### src/rtl/vga_sync_porch_if.sv
// Pixel-side bundle for vga_sync_porch: generator-style visible-area syncs and RGB in,
// porched active-low VGA syncs, delayed RGB and lock status out.
interface vga_sync_porch_if #(
  parameter int VIDEO_WIDTH = 4
);
  logic                   i_HSync;
  logic                   i_VSync;
  logic [VIDEO_WIDTH-1:0] i_Red;
  logic [VIDEO_WIDTH-1:0] i_Grn;
  logic [VIDEO_WIDTH-1:0] i_Blu;
  logic                   o_HSync;
  logic                   o_VSync;
  logic [VIDEO_WIDTH-1:0] o_Red;
  logic [VIDEO_WIDTH-1:0] o_Grn;
  logic [VIDEO_WIDTH-1:0] o_Blu;
  logic                   o_Locked;

  modport master (
    output i_HSync, i_VSync, i_Red, i_Grn, i_Blu,
    input  o_HSync, o_VSync, o_Red, o_Grn, o_Blu, o_Locked
  );

  modport slave (
    input  i_HSync, i_VSync, i_Red, i_Grn, i_Blu,
    output o_HSync, o_VSync, o_Red, o_Grn, o_Blu, o_Locked
  );
endinterface

### src/rtl/vga_sync_porch.sv
// Regenerates col/row from upstream visible-area syncs and drives porched active-low VGA syncs,
// keeping RGB 2 cycles behind its input. Define SYNC_PORCH_BLANK_EN to force RGB to 0 outside the visible area.
module vga_sync_porch #(
  parameter int TOTAL_COLS    = 800,
  parameter int TOTAL_ROWS    = 525,
  parameter int ACTIVE_COLS   = 640,
  parameter int ACTIVE_ROWS   = 480,
  parameter int FRONT_PORCH_H = 16,
  parameter int BACK_PORCH_H  = 48,
  parameter int FRONT_PORCH_V = 10,
  parameter int BACK_PORCH_V  = 33,
  parameter int VIDEO_WIDTH   = 4
) (
  input logic              i_Clk,
  input logic              i_Reset,
  vga_sync_porch_if.slave  vga
);

  localparam logic [9:0] COL_LAST  = 10'(TOTAL_COLS - 1);
  localparam logic [9:0] ROW_LAST  = 10'(TOTAL_ROWS - 1);
  localparam logic [9:0] COL_VIS   = 10'(ACTIVE_COLS);
  localparam logic [9:0] ROW_VIS   = 10'(ACTIVE_ROWS);
  localparam logic [9:0] HS_FIRST  = 10'(ACTIVE_COLS + FRONT_PORCH_H);
  localparam logic [9:0] HS_LAST   = 10'(TOTAL_COLS - BACK_PORCH_H - 1);
  localparam logic [9:0] VS_FIRST  = 10'(ACTIVE_ROWS + FRONT_PORCH_V);
  localparam logic [9:0] VS_LAST   = 10'(TOTAL_ROWS - BACK_PORCH_V - 1);

  logic                   vSync1_q;
  logic                   vSync2_q;
  logic [VIDEO_WIDTH-1:0] red1_q, grn1_q, blu1_q;

  logic [9:0]             col_q, col_d;
  logic [9:0]             row_q, row_d;
  logic                   frameStart;
  logic                   blank;

  logic                   hSync_q, hSync_d;
  logic                   vSync_q, vSync_d;
  logic                   locked_q, locked_d;
  logic [VIDEO_WIDTH-1:0] red_q, red_d;
  logic [VIDEO_WIDTH-1:0] grn_q, grn_d;
  logic [VIDEO_WIDTH-1:0] blu_q, blu_d;

  // Line phase is taken from the VSync rising edge alone, so i_HSync is not needed here.
  // Sync stage resets high so an already-high i_VSync cannot fake a frame start.
  always_ff @(posedge i_Clk) begin
    if (i_Reset) begin
      vSync1_q <= 1'b1;
      vSync2_q <= 1'b1;
      red1_q   <= '0;
      grn1_q   <= '0;
      blu1_q   <= '0;
    end else begin
      vSync1_q <= vga.i_VSync;
      vSync2_q <= vSync1_q;
      red1_q   <= vga.i_Red;
      grn1_q   <= vga.i_Grn;
      blu1_q   <= vga.i_Blu;
    end
  end

  // col_d/row_d is the position of the pixel currently in stage 1; col_q/row_q hold the previous one.
  always_comb begin
    frameStart = vSync1_q & ~vSync2_q;
    col_d      = col_q + 10'd1;
    row_d      = row_q;
    if (col_q >= COL_LAST) begin
      col_d = '0;
      row_d = (row_q >= ROW_LAST) ? 10'd0 : row_q + 10'd1;
    end
    if (frameStart) begin
      col_d = '0;
      row_d = '0;
    end

    hSync_d  = ~((col_d >= HS_FIRST) && (col_d <= HS_LAST));
    vSync_d  = ~((row_d >= VS_FIRST) && (row_d <= VS_LAST));
    locked_d = locked_q | frameStart;

    blank = 1'b0;
`ifdef SYNC_PORCH_BLANK_EN
    blank = (col_d >= COL_VIS) || (row_d >= ROW_VIS);
`endif
    red_d = blank ? '0 : red1_q;
    grn_d = blank ? '0 : grn1_q;
    blu_d = blank ? '0 : blu1_q;
  end

  always_ff @(posedge i_Clk) begin
    if (i_Reset) begin
      col_q    <= '0;
      row_q    <= '0;
      hSync_q  <= 1'b1;
      vSync_q  <= 1'b1;
      locked_q <= 1'b0;
      red_q    <= '0;
      grn_q    <= '0;
      blu_q    <= '0;
    end else begin
      col_q    <= col_d;
      row_q    <= row_d;
      hSync_q  <= hSync_d;
      vSync_q  <= vSync_d;
      locked_q <= locked_d;
      red_q    <= red_d;
      grn_q    <= grn_d;
      blu_q    <= blu_d;
    end
  end

  assign vga.o_HSync  = hSync_q;
  assign vga.o_VSync  = vSync_q;
  assign vga.o_Locked = locked_q;
  assign vga.o_Red    = red_q;
  assign vga.o_Grn    = grn_q;
  assign vga.o_Blu    = blu_q;

endmodule
### src/flat_wrapper.sv
// flat-port wrapper written by rule: the top's interface ports become plain ports
module vga_sync_porch_flat 
#(
  parameter int TOTAL_COLS    = 800,
  parameter int TOTAL_ROWS    = 525,
  parameter int ACTIVE_COLS   = 640,
  parameter int ACTIVE_ROWS   = 480,
  parameter int FRONT_PORCH_H = 16,
  parameter int BACK_PORCH_H  = 48,
  parameter int FRONT_PORCH_V = 10,
  parameter int BACK_PORCH_V  = 33,
  parameter int VIDEO_WIDTH   = 4
)
  (i_Clk, i_Reset, vga_i_HSync, vga_i_VSync, vga_i_Red, vga_i_Grn, vga_i_Blu, vga_o_HSync, vga_o_VSync, vga_o_Red, vga_o_Grn, vga_o_Blu, vga_o_Locked);
  vga_sync_porch_if #(.VIDEO_WIDTH(VIDEO_WIDTH)) vga_i ();
  input logic i_Clk;
  input logic i_Reset;
  input wire logic [$bits(vga_i.i_HSync)-1:0] vga_i_HSync;
  input wire logic [$bits(vga_i.i_VSync)-1:0] vga_i_VSync;
  input wire logic [$bits(vga_i.i_Red)-1:0] vga_i_Red;
  input wire logic [$bits(vga_i.i_Grn)-1:0] vga_i_Grn;
  input wire logic [$bits(vga_i.i_Blu)-1:0] vga_i_Blu;
  output wire logic [$bits(vga_i.o_HSync)-1:0] vga_o_HSync;
  output wire logic [$bits(vga_i.o_VSync)-1:0] vga_o_VSync;
  output wire logic [$bits(vga_i.o_Red)-1:0] vga_o_Red;
  output wire logic [$bits(vga_i.o_Grn)-1:0] vga_o_Grn;
  output wire logic [$bits(vga_i.o_Blu)-1:0] vga_o_Blu;
  output wire logic [$bits(vga_i.o_Locked)-1:0] vga_o_Locked;
  assign vga_i.i_HSync = vga_i_HSync;
  assign vga_i.i_VSync = vga_i_VSync;
  assign vga_i.i_Red = vga_i_Red;
  assign vga_i.i_Grn = vga_i_Grn;
  assign vga_i.i_Blu = vga_i_Blu;
  assign vga_o_HSync = vga_i.o_HSync;
  assign vga_o_VSync = vga_i.o_VSync;
  assign vga_o_Red = vga_i.o_Red;
  assign vga_o_Grn = vga_i.o_Grn;
  assign vga_o_Blu = vga_i.o_Blu;
  assign vga_o_Locked = vga_i.o_Locked;
  vga_sync_porch #(.TOTAL_COLS(TOTAL_COLS), .TOTAL_ROWS(TOTAL_ROWS), .ACTIVE_COLS(ACTIVE_COLS), .ACTIVE_ROWS(ACTIVE_ROWS), .FRONT_PORCH_H(FRONT_PORCH_H), .BACK_PORCH_H(BACK_PORCH_H), .FRONT_PORCH_V(FRONT_PORCH_V), .BACK_PORCH_V(BACK_PORCH_V), .VIDEO_WIDTH(VIDEO_WIDTH)) u_core (.i_Clk(i_Clk), .i_Reset(i_Reset), .vga(vga_i));
endmodule
### config.mk
export PLATFORM = sky130hd
export DESIGN_NAME = vga_sync_porch_flat
export DESIGN_NICKNAME = d
export VERILOG_FILES = /design/src/rtl/vga_sync_porch_if.sv /design/src/rtl/vga_sync_porch.sv /design/src/flat_wrapper.sv
export SDC_FILE = /design/constraint.sdc
export NUM_CORES = 1
export LEC_CHECK = 0
export CORE_MARGIN = 2
export CORE_UTILIZATION = 52
export CTS_CLUSTER_SIZE = 14
export DETAILED_ROUTE_END_ITERATION = 12
export GPL_TIMING_DRIVEN = 0
export PLACE_DENSITY = 0.8
export SLEW_MARGIN = 0
export SYNTH_ARGS = -nofsm -noshare
export SYNTH_HDL_FRONTEND = slang
export SYNTH_SLANG_ARGS = --single-unit
### constraint.sdc
create_clock -name i_Clk -period 2.45 [get_ports i_Clk]
set_input_delay 0.49 -clock i_Clk [delete_from_list [all_inputs] [get_ports i_Clk]]
set_output_delay 0.49 -clock i_Clk [all_outputs]
set_load 0.1 [all_outputs]
# Yosys cells after proc, flatten, opt, wreduce, memory -nomap -nowiden
# Cells that the tools add are included.
# Widths: inputs -> output; s select.
[word_totals]
reg_bits = 49
[op_classes]
addsub = 2
order_cmp = 6
mux = 5
bitwise_logic = 5
n_reduce_logical = 2
[ops]
columns = ["cell", "n"]
rows = [
  ["$mux 10", 5],
  ["$ge 10x10->1 const B", 3],
  ["$add 10x1->10 const B", 2],
  ["$ge 10x9->1 const B", 1],
  ["$le 10x10->1 const B", 1],
  ["$le 10x9->1 const B", 1],
  ["$not 1->1", 3],
  ["$logic_and 1x1->1", 2],
  ["$and 1x1->1", 1],
  ["$or 1x1->1", 1],
]

# Depth between registers and ports, before layout
[logic_depth]
depth_word = 7
ltp_mapped = 7
ltp_nobuf = 6

# Worst setup path after synthesis
# Ideal clock, no wire load.
[synth_path]
path_type = "register to register"
startpoint = "reg u_core.row_q[0]"
endpoint = "reg u_core.vSync_q (netlist: u_core.vga.o_VSync)"
setup_time_ps = 131
t_arrival_ps = 1788
t_required_ps = 2319
setup_slack_ps = 532
stages_incl_launch_ff = 7
path_buffers = 0
synth_period_minus_slack_ps = 1918
cell_sequence = "dfxtp_1 ha_1 nand3_1 or4_1 a311o_1 a221oi_2 nand4_1"
[synth_between]
elab_chain_cells = 7
elab_cells_between_ends = 9
[synth_rtl]
columns = ["item", "line_no", "source"]
rows = [
  ["start, declared", "vga_sync_porch.sv:33", "logic [9:0] row_q, row_d;"],
  ["start signal, assigned", "vga_sync_porch.sv:101", "row_q <= row_d;"],
  ["$add 10x1->10 / $ge 10x10->1 (equally long branches)", "vga_sync_porch.sv:69", "row_d = (row_q >= ROW_LAST) ? 10'd0 : row_q + 10'd1;"],
  ["$mux 10", "vga_sync_porch.sv:69", ""],
  ["$mux 10 *", "vga_sync_porch.sv:67", "if (col_q >= COL_LAST) begin"],
  ["$mux 10 *", "vga_sync_porch.sv:71", "if (frameStart) begin"],
  ["$ge 10x9->1 / $le 10x9->1 (equally long branches)", "vga_sync_porch.sv:77", "vSync_d = ~((row_d >= VS_FIRST) && (row_d <= VS_LAST));"],
  ["$logic_and 1x1->1 *", "vga_sync_porch.sv:77", ""],
  ["$not 1->1 *", "vga_sync_porch.sv:77", ""],
  ["end signal, assigned", "vga_sync_porch.sv:103", "vSync_q <= vSync_d;"],
  ["end, declared", "vga_sync_porch.sv:38", "logic vSync_q, vSync_d;"],
]
# Mark *: on every way between the ends. The rest lies on a longest branch, timed or not.
# A chain may end at the register's enable or synchronous reset.

# Final worst setup path
[layout_path]
startpoint = "reg u_core.locked_q (netlist: u_core.vga.o_Locked)"
endpoint = "out vga_o_Locked"
[layout_lines]
columns = ["item", "line_no", "source"]
rows = [
  ["start, declared", "vga_sync_porch.sv:39", "logic locked_q, locked_d;"],
  ["start signal, assigned", "vga_sync_porch.sv:104", "locked_q <= locked_d;"],
  ["end, declared", "flat_wrapper.sv:28", "output wire logic [$bits(vga_i.o_Locked)-1:0] vga_o_Locked;"],
]
# No word-level cell between the ends.

==> out/qor.yml <==
synth_top_area_share_pct: 51.9
fmaxAchievable_mhz: 424
yosysTopAreaCell: "dfxtp_1"
max_stage_delay_ns: 1.15
cts.sinks: 49
cap_violations: 0
initial_core_util_pct: 55.4
cts_hold_buf: 0
yosys_warnings: 0
slowest_stage: "clkdlybuf4s50_1"
routed_via_density: 5.27
max_slew_margin_pct: 33.4
crit_family: "buffers and inverters"
cp_max_fo: 2
postLayoutCoreUtil_pct: 67.3
htreeDepth: 2
netlist_instances: 199
overflow: 0
power.leakage_uw: 0.000780
cts_made_buffers: 5
dp.final_hpwl_mm: 2.41
die-area_mm2: 0.00414
path_cells: "clkdlybuf4s50_1"
num_rows: 21
layout_common_cells: "dfxtp_1 (49), clkdlybuf4s50_1 (29), nor2b_1 (25)"
status: "completed"
clockBufferDepth: 2
die-height_um: 64.3
power_density_mw_per_mm2: 587
routabilityCongestion: 0.856
core-area_mm2: 0.00342
drt-initial-drc-count: 110
ys_ff_latch: 49
portBuffers: 29
grt_pass1_wl_mm: 5.82
grt_pass1_vias: 1305
crit_path_end_kind: "output port"
fin_setup_tns_ns: 0
wl_per_cell_um: 11.8
critPathRequiredTime_ns: 1.96
drive_gt1_share_pct: 8.90
skew_ns: 0.00742
rsz0062_at_grt: "no"
cp-start-kind: "register"
drv_slew: 0
ant_nets: 0
crit_type: "register to output port"
ios: 31
layout_worst_path_cycle_share_pct: 96.2
die_x_um: 64.3
syn_to_final_growth_pct: 21.5
crit_buf_inv: 1
period_needed_ns: 2.36
hold_viol: 0
setup_viol: 0
worst_pin_slew_ns: 0.996
first_pass_iters: 4
vias: 1485
critical_path_arrival_ns: 1.87
grt_util_all_layers_pct: 18.2
clk_latency_ns: 0.36
ctsResizeCount: 0
diodes: 0
ys_types: 40
grt_max_degree: 17
fill_cells: 284
antenna_found_initial: 0
clk_pin_slew_ns: 0.14
root_buffer: "clkbuf_4"
yosys-top-cells-area: "dfxtp_1 (52%), nor2b_1 (8.3%), nor2_1 (3.6%)"
ys_seq_area_share_pct: 51.9
peakVddDrop_v: 0.000436
synth_nets: 218
tritoncts: "done"
cts_setup_buffers: 0
drc_errors: 0
syn_area_mm2: 0.00189
synth.avg_cell_area_um2: 9.51
routed_wl_mm: 3.34
nets: 254
hp-class: "register to register"
mostFrequentLayoutCell: "dfxtp_1"
sequential cells by signal, summed over array words and instances (netlist names):
register and cells:
u_core.blu1_q 4, u_core.col_q 10, u_core.grn1_q 4, u_core.red1_q 4, u_core.row_q 10, u_core.vSync1_q 1, u_core.vSync2_q 1, u_core.vga.o_Blu 4
u_core.vga.o_Grn 4, u_core.vga.o_HSync 1, u_core.vga.o_Locked 1, u_core.vga.o_Red 4, u_core.vga.o_VSync 1
metal layers:
layer | global-route usage, % | vias to the layer above | share of wire, %
li1 | - | 753 | -
met1 | 22.9 | 688 | 45
met2 | 28.6 | 39 | 47
met3 | 4.93 | 5 | 6.3
met4 | 9.04 | 0 | 1.7
met5 | 0 | - | 0
path summary, 6_finish.rpt:
check	end	slack, ns	cells after the start	startpoint
setup / recovery	vga_o_Locked	0.09	1	u_core.vga.o_Locked
hold / removal	u_core.vga.o_Grn[0]	0.45	1	u_core.grn1_q[0]
hold reg to reg	u_core.vga.o_Grn[0]	0.45	1	u_core.grn1_q[0]
setup reg to reg	u_core.vga.o_VSync	0.25	6	u_core.row_q[1]
cells in the mapped netlist, drive strengths merged:
cell and number:
dfxtp 49, nor2b 25, nor2 18, nand2 15, a21oi 11, nand3 11, o21ai 7, inv 5
nand4 5, xnor2 5, buf 4, or2 4, xor2 4, clkbuf 3, ha 3, nand2b 3
nor3 3, or3 3, a2111oi 2, a31oi 2, and4 2, or4 2, a21o 1, a221oi 1
a2bb2oi 1, a311o 1, a32oi 1, and2 1, and3 1, nand4b 1, nor3b 1, o2bb2ai 1
o311a 1, o31a 1, o31ai 1
report_power, final:
group,switching (uW),internal (uW)
clock,263,114
sequential,8.60,822
combinational,90.7,50.3
total,362,986
cells by family after synthesis:
family                   Yosys count  share of synthesized area [%]
flip-flops                        49                           51.9
adder cells (fa/ha/maj)            3                           1.98
XOR/XNOR                           9                           4.17
buffers and inverters             12                           3.24
AO/OA/AOI/OAI                     31                           11.6
AND/OR/NAND/NOR                   95                           27.1
layout make-up:
type	instances	area (um2)	share of cell area [%]
clock buffer	5	37.5	1.63
buffer	7	42.5	1.85
inverter	5	18.8	0.817
timing repair buffer	29	290	12.6
clock inverter	3	21.3	0.925
sequential	49	981	42.7
multi-input combinational	138	850	37.0
tap	46	57.6	2.50
metrics by stage:
step | hold WS [ns] | total power (uW) | instances | area [um2] | setup WS, ns
after global routing | 0.461 | 1400 | 282 | 2300 | 0.0446
final | 0.447 | 1350 | 282 | 2300 | 0.0921
after CTS | 0.442 | 1360 | 282 | 2300 | 0.0839
after floorplan | 0.409 | 942 | 199 | 1890 | 0.532
after global placement | 0.415 | 988 | 274 | 2240 | 0.341
after detailed placement | 0.422 | 989 | 274 | 2240 | 0.304
No activity file was read; power rests on OpenSTA's default activity.
